==> src/rtl/score_readout_dual.sv <==
// ----------------------------------------------------------------------------
// score_readout_dual : walks two score-table banks in global address order and
//                      streams (address, score) entries over a valid/ready port
// Revision 1.0 - initial release
// ----------------------------------------------------------------------------
`default_nettype none

module score_readout_dual #(
  parameter int ADDR_WIDTH  = 13,
  parameter int DATA_WIDTH  = 32,
  parameter int lower_addr1 = 0,
  parameter int upper_addr1 = 9,
  parameter int lower_addr2 = 10,
  parameter int upper_addr2 = 19,
  parameter int SKIP_ZERO   = 0
) (
  input  logic                  clk,
  input  logic                  rst_n,
  input  logic                  start,
  input  logic [DATA_WIDTH-1:0] mem1_data_in,
  input  logic [DATA_WIDTH-1:0] mem2_data_in,
  output logic [ADDR_WIDTH-1:0] mem1_address,
  output logic                  mem1_read_en,
  output logic [ADDR_WIDTH-1:0] mem2_address,
  output logic                  mem2_read_en,
  output logic                  out_valid,
  input  logic                  out_ready,
  output logic [ADDR_WIDTH-1:0] out_addr,
  output logic [DATA_WIDTH-1:0] out_data,
  output logic [ADDR_WIDTH:0]   out_count,
  output logic                  busy,
  output logic                  done
);

  localparam logic [ADDR_WIDTH-1:0] c_LO1  = ADDR_WIDTH'(lower_addr1);
  localparam logic [ADDR_WIDTH-1:0] c_UP1  = ADDR_WIDTH'(upper_addr1);
  localparam logic [ADDR_WIDTH-1:0] c_LO2  = ADDR_WIDTH'(lower_addr2);
  localparam logic [ADDR_WIDTH-1:0] c_UP2  = ADDR_WIDTH'(upper_addr2);
  localparam bit                    c_SKIP = (SKIP_ZERO != 0);

  typedef enum logic [2:0] {
    S_IDLE    = 3'd0,
    S_ISSUE   = 3'd1,
    S_CAPTURE = 3'd2,
    S_PRESENT = 3'd3,
    S_DONE    = 3'd4
  } state_t;

  state_t                r_state;
  logic [ADDR_WIDTH-1:0] r_cursor;
  logic                  r_bank;      // 0 = bank 1, 1 = bank 2
  logic [ADDR_WIDTH-1:0] r_mem1_address;
  logic                  r_mem1_read_en;
  logic [ADDR_WIDTH-1:0] r_mem2_address;
  logic                  r_mem2_read_en;
  logic                  r_out_valid;
  logic [ADDR_WIDTH-1:0] r_out_addr;
  logic [DATA_WIDTH-1:0] r_out_data;
  logic [ADDR_WIDTH:0]   r_out_count;
  logic                  r_busy;
  logic                  r_done;

  logic [DATA_WIDTH-1:0] w_rd_data;
  logic                  w_skip;
  logic                  w_advance;
  logic                  w_adv_done;
  logic                  w_adv_bank;
  logic [ADDR_WIDTH-1:0] w_adv_cursor;

  always_comb begin
    w_rd_data    = r_bank ? mem2_data_in : mem1_data_in;
    w_skip       = c_SKIP && (w_rd_data == '0);
    w_advance    = ((r_state == S_CAPTURE) && w_skip) ||
                   ((r_state == S_PRESENT) && out_ready);
    w_adv_done   = r_bank && (r_cursor == c_UP2);
    w_adv_bank   = r_bank;
    w_adv_cursor = r_cursor + 1'b1;
    if (!r_bank && (r_cursor == c_UP1)) begin
      w_adv_bank   = 1'b1;
      w_adv_cursor = c_LO2;
    end
  end

  always_ff @(posedge clk or negedge rst_n) begin
    if (!rst_n) begin
      r_state        <= S_IDLE;
      r_cursor       <= '0;
      r_bank         <= 1'b0;
      r_mem1_address <= '0;
      r_mem1_read_en <= 1'b0;
      r_mem2_address <= '0;
      r_mem2_read_en <= 1'b0;
      r_out_valid    <= 1'b0;
      r_out_addr     <= '0;
      r_out_data     <= '0;
      r_out_count    <= '0;
      r_busy         <= 1'b0;
      r_done         <= 1'b0;
    end else begin
      // Strobes and addresses are only non-zero for the single ISSUE cycle.
      r_mem1_read_en <= 1'b0;
      r_mem2_read_en <= 1'b0;
      r_mem1_address <= '0;
      r_mem2_address <= '0;
      r_done         <= 1'b0;
      case (r_state)
        S_IDLE: begin
          if (start) begin
            r_cursor       <= c_LO1;
            r_bank         <= 1'b0;
            r_out_count    <= '0;
            r_busy         <= 1'b1;
            r_mem1_read_en <= 1'b1;
            r_state        <= S_ISSUE;
          end
        end
        S_ISSUE:   r_state <= S_CAPTURE;
        S_CAPTURE: begin
          r_out_data <= w_rd_data;
          r_out_addr <= r_cursor;
          if (!w_skip) begin
            r_out_valid <= 1'b1;
            r_state     <= S_PRESENT;
          end
        end
        S_PRESENT: begin
          if (out_ready) begin
            r_out_valid <= 1'b0;
            r_out_count <= r_out_count + 1'b1;
          end
        end
        S_DONE: begin
          r_busy  <= 1'b0;
          r_state <= S_IDLE;
        end
        default: r_state <= S_IDLE;
      endcase

      if (w_advance) begin
        if (w_adv_done) begin
          r_done  <= 1'b1;
          r_state <= S_DONE;
        end else begin
          r_cursor <= w_adv_cursor;
          r_bank   <= w_adv_bank;
          r_state  <= S_ISSUE;
          if (w_adv_bank) begin
            r_mem2_read_en <= 1'b1;
            r_mem2_address <= w_adv_cursor - c_LO2;
          end else begin
            r_mem1_read_en <= 1'b1;
            r_mem1_address <= w_adv_cursor - c_LO1;
          end
        end
      end
    end
  end

  assign mem1_address = r_mem1_address;
  assign mem1_read_en = r_mem1_read_en;
  assign mem2_address = r_mem2_address;
  assign mem2_read_en = r_mem2_read_en;
  assign out_valid    = r_out_valid;
  assign out_addr     = r_out_addr;
  assign out_data     = r_out_data;
  assign out_count    = r_out_count;
  assign busy         = r_busy;
  assign done         = r_done;

endmodule

`default_nettype wire

==> config.mk <==
export PLATFORM = sky130hd
export DESIGN_NAME = score_readout_dual
export DESIGN_NICKNAME = d
export VERILOG_FILES = /design/src/rtl/score_readout_dual.sv
export SDC_FILE = /design/constraint.sdc
export NUM_CORES = 1
export LEC_CHECK = 0
export ABC_AREA = 1
export BUFFER_PORTS_ARGS = -buffer_cell sky130_fd_sc_hd__buf_2
export CELL_PAD_IN_SITES_DETAIL_PLACEMENT = 0
export CELL_PAD_IN_SITES_GLOBAL_PLACEMENT = 1
export CORE_ASPECT_RATIO = 0.9
export CORE_MARGIN = 8
export CORE_UTILIZATION = 37
export DETAILED_ROUTE_END_ITERATION = 7
export GPL_TIMING_DRIVEN = 0
export PLACE_DENSITY = 0.82
export SYNTH_ARGS = -nofsm -noshare
export SYNTH_HDL_FRONTEND = slang
export SYNTH_SLANG_ARGS = --single-unit
==> constraint.sdc <==
create_clock -name clk -period 2.71 [get_ports clk]
set_input_delay 0.4065 -clock clk [delete_from_list [all_inputs] [get_ports clk]]
set_output_delay 0.4065 -clock clk [all_outputs]
set_load 0.05 [all_outputs]
==> results by stage <==
Detailed routing:
- The antenna violation net count after detailed routing is 0.
- The post-detailed-route wirelength per cell is approximately 15 µm.
- The detailed router finished its first iteration with between 200 and 300 violations.
- Before antenna repair, the detailed router went through 5 iterations.
- The average vias per placed instance is between 4 and 5.
- The total wirelength of the detailed-routed design is 13.9 mm.
- The number of remaining DRC errors is 0.
- The detailed-route via count is ~4400.

Setup path:
- The startpoint-to-endpoint class of the critical path is reg -> reg.
- The startpoint type of the worst setup path is a register.
- The endpoint class of the critical path is a register.
- STA puts the critical path data required time at between 2000 and 3000 ps.
- The arrival time of the worst setup path is ~2600 ps.
- The maximum fanout encountered on the critical timing path is 8.

Floorplan:
- The count of boundary I/O pins is 158.
- The die footprint is between 15000 and 20000 µm².
- In this run the vertical extent of the chip is ~130 µm.
- The die outline width is between 100 and 150 µm.
- The standard cell core area is approximately 13000 µm².
- Row generation in the floorplan step produced 40 rows.
- For this configuration, the core starts out at a cell density of roughly 37%.

Synthesis:
- The library cell occupying the most area in the post-synthesis netlist is dfrtp_1.
- The largest family of logic cells by synthesized area is simple AND/OR/NAND/NOR gates.
- After synthesis, the netlist uses 39 different library cells.
- Ranked by total cell area, the synthesized netlist is headed by dfrtp_1 55%, nand2_1 11%, nor2_1 6.7%.
- The most common cell in the synthesized netlist is nand2_1.
- The synthesized netlist devotes around 26% of its cell area to simple gates.
- The portion of synthesized cell area occupied by the leading cell type is 54.8%.
- The XOR/XNOR share of the synthesized area is 0.870%.
- Among all flip-flop cells after synthesis, the most frequent one is dfrtp_1.
- During synthesis, Yosys emitted a total of 0 warnings.
- The sequential-to-total area share from yosys stat is a little over half.
- The fraction of registers with async set/reset is between 90% and 100%.
- The fraction of synthesized area in multiplexers is 0.205%.
- The post-synthesis area per instance is ~8.6 µm².
- The complex-gate fraction of the synthesized area is 11.9%.
- The post-synth net total is roughly 640.
- The commonest cells after synthesis are 149 x nand2_1, 107 x dfrtp_1, 87 x nor2_1.
- The cell area that synthesis handed to floorplanning was roughly 4900 µm².
- The post-synthesis adder-cell area fraction is about 1.0%.
- Counting every instance in the synthesized netlist gives about 570.
- The number of enable flip-flop cells after synthesis is 0.
- In this run, synthesis produced a sequential element count of between 100 and 150.

STA:
- In the final timing run, aggregate negative setup slack is 0 ps.
- The number of failing hold endpoints at the final stage came to 0.
- Setup repair after global routing left no endpoint under its margin.
- The number of max-slew violations in the final report is 0.
- Derived from the worst setup path, the maximum achievable clock frequency is between 400 and 500 MHz.
- Dividing the final minimum period by the clock period gives between 80% and 90%.
- The slew at the pin closest to its max-slew limit is 721 ps.
- Setup violations remaining at the end of the flow were counted as 0.
- The clock skew is 5.34 ps.
- The worst-case headroom to the max-slew limit is roughly half.
- For the finished layout, the period the worst path requires is 2380 ps.

Clocking:
- The number of clock sinks is between 100 and 150.
- The tree is rooted in a clkbuf_16.
- Clock latency on the worst-skew pair, taken at its later pin, is 340 ps.
- The clock passes through at most 2 buffers.
- The number of hold buffers added after CTS was 0.
- The TritonCTS clock tree is yes.
- The number of H-tree levels is 3.
- The clock transition at the register clock pins on the worst setup and hold paths after CTS is 70 ps.
- The post-cts sizing count is 0.
- The post-CTS setup buffer count is 0.
- The number of clock buffers inserted by TritonCTS is 9.

Placement:
- The detailed placement HPWL is approximately 11 mm.
- Routability-driven placement finished with a final weighted congestion of a little over 0.8.
- The instance count after placement with tap cells included is around 900.
- The count of buffers from port buffering is between 150 and 200.

Global routing:
- The maximum number of pins on one net before global-route repair is 55.
- The first global-routing pass estimated roughly 23 mm of wire.
- Global routing consumed, over all layers together, about 16% of the routing resources.
- The initial antenna violation count is 0.
- The leftover overflow at the end of global routing is 0.
- The via count of the first global-routing pass is 4530.

Cells and area:
- The filler cells instantiated in the layout total around 1300.
- The area growth from synthesis to layout is 26.7%.
- The non-filler instance count after layout is 908.
- At the end of the flow the core is filled with cells to a little under half.
- The count of antenna diodes in the layout is 0.
- At the end of the flow, the number of nets in the layout was roughly 800.
- The post-route netlist has between 20 and 30% of its cells at a drive strength greater than 1.

Power and ir drop:
- Dividing total power by cell area gives a power density of 1350 nW/µm².
- The leakage power total is approximately 3.2 nW.
- IR analysis of the VDD net gives a maximum drop of ~0.58 mV.

Job:
- The number of max-cap violations is 0.

Worst hold path:
- In this run the worst hold path is classified as in -> async.

Run status:
- The flow ran to the end, and the final reports show no timing, DRC or antenna violations.
[power breakdown]
part | switching, mW | total [mW] | internal (mW)
sequential | 0.343 | 2.48 | 2.14
clock | 0.573 | 1.25 | 0.677
combinational | 3.46 | 4.62 | 1.16
total | 4.38 | 8.35 | 3.97
[worst max-delay path, stage by stage, from the launching register on]
cell and delay (ps):
dfrtp_1 500, ha_1 300, nand2_2 130, inv_1 60, or2_2 300, inv_1 60
nand2_1 90, ha_1 240, inv_1 50, nand2_1 80, nand3_1 200, nor2_2 70
a21oi_1 140, nor2_1 50
[flip-flops by register name, indices dropped and copies added, names as in the netlist, 3 cells and up]
signal and count:
r_state 3, mem1_address 13, out_addr 13, out_count 14
mem2_address 13, out_data 32, r_cursor 13
[cell type report]
class                      instances  area [µm²]  share of cell area (%)
tap                              168         210                    3.39
sequential                       107        2680                    43.2
clock inverter                     3        21.3                   0.343
inverter                          48         180                    2.91
multi-input combinational        390        1940                    31.3
timing repair buffer             158         816                    13.2
clock buffer                      13         260                    4.20
buffer                            21        90.1                    1.45
[through the flow]
stage / setup WS (ps) / power [mW] / instance area [µm²] / hold slack, ps
3_3_place_gp: 31.1 / 7.06 / 5880 / 452
3_5_place_dp: 336 / 7.15 / 5910 / 457
4_1_cts: 325 / 8.43 / 6200 / 136
2_1_floorplan: 612 / 5.96 / 4890 / 111
6_report: 327 / 8.35 / 6200 / 109
5_1_grt: 89.5 / 8.96 / 6200 / 156
[cell usage in the layout (no fill, tap or decap), types with 2 or more instances in the layout]
cell       instances
buf_2            159
o21ai_1            2
a31oi_1           33
buf_1              7
dfrtp_1          107
a21oi_1           10
nand3_2            2
nand4_1            7
nor2_2             5
inv_1             43
clkbuf_16          9
o22ai_1            2
ha_1               4
clkbuf_1          12
inv_2              4
o21ai_0           25
nor3_1             5
nand2_4            3
nor2_1            87
nand2_2            5
xor2_1             3
nand3_1           23
nor3_2             2
clkbuf_8           2
nand2_1          149
o22ai_2           10
[layer usage]
layer	up-vias	GRT usage (%)	part of all wire (%)
met5	-	0	0
met4	0	5.75	1.9
met3	15	4.16	7.7
met2	152	26.6	48
met1	2074	20.7	43
li1	2180	-	-
[cells by family (layout without fill, tap and decap cells)]
family / Yosys count / count (layout)
adders and majority gates: 4 / 4
DFF: 107 / 107
buffers and inverters: 69 / 243
muxes: 1 / 1
and+or+nand+nor: 293 / 293
xor gates and xnor gates: 4 / 4
AOI/OAI and AO/OA: 88 / 88
[worst paths after layout]
path                             startpoint               end  depth (start not counted)  slack (ps)
hold reg to reg                   out_valid         out_valid                          2         470
hold / removal                        rst_n         out_valid                          1         110
min in group clk           mem1_data_in[26]      out_data[26]                          3         310
setup reg to reg                r_cursor[0]  mem2_address[11]                         13         330
setup / recovery                r_cursor[0]  mem2_address[11]                         13         330
max in group asynchronous             rst_n      out_data[11]                          2        1890
(Power assumes the default switching activity.)
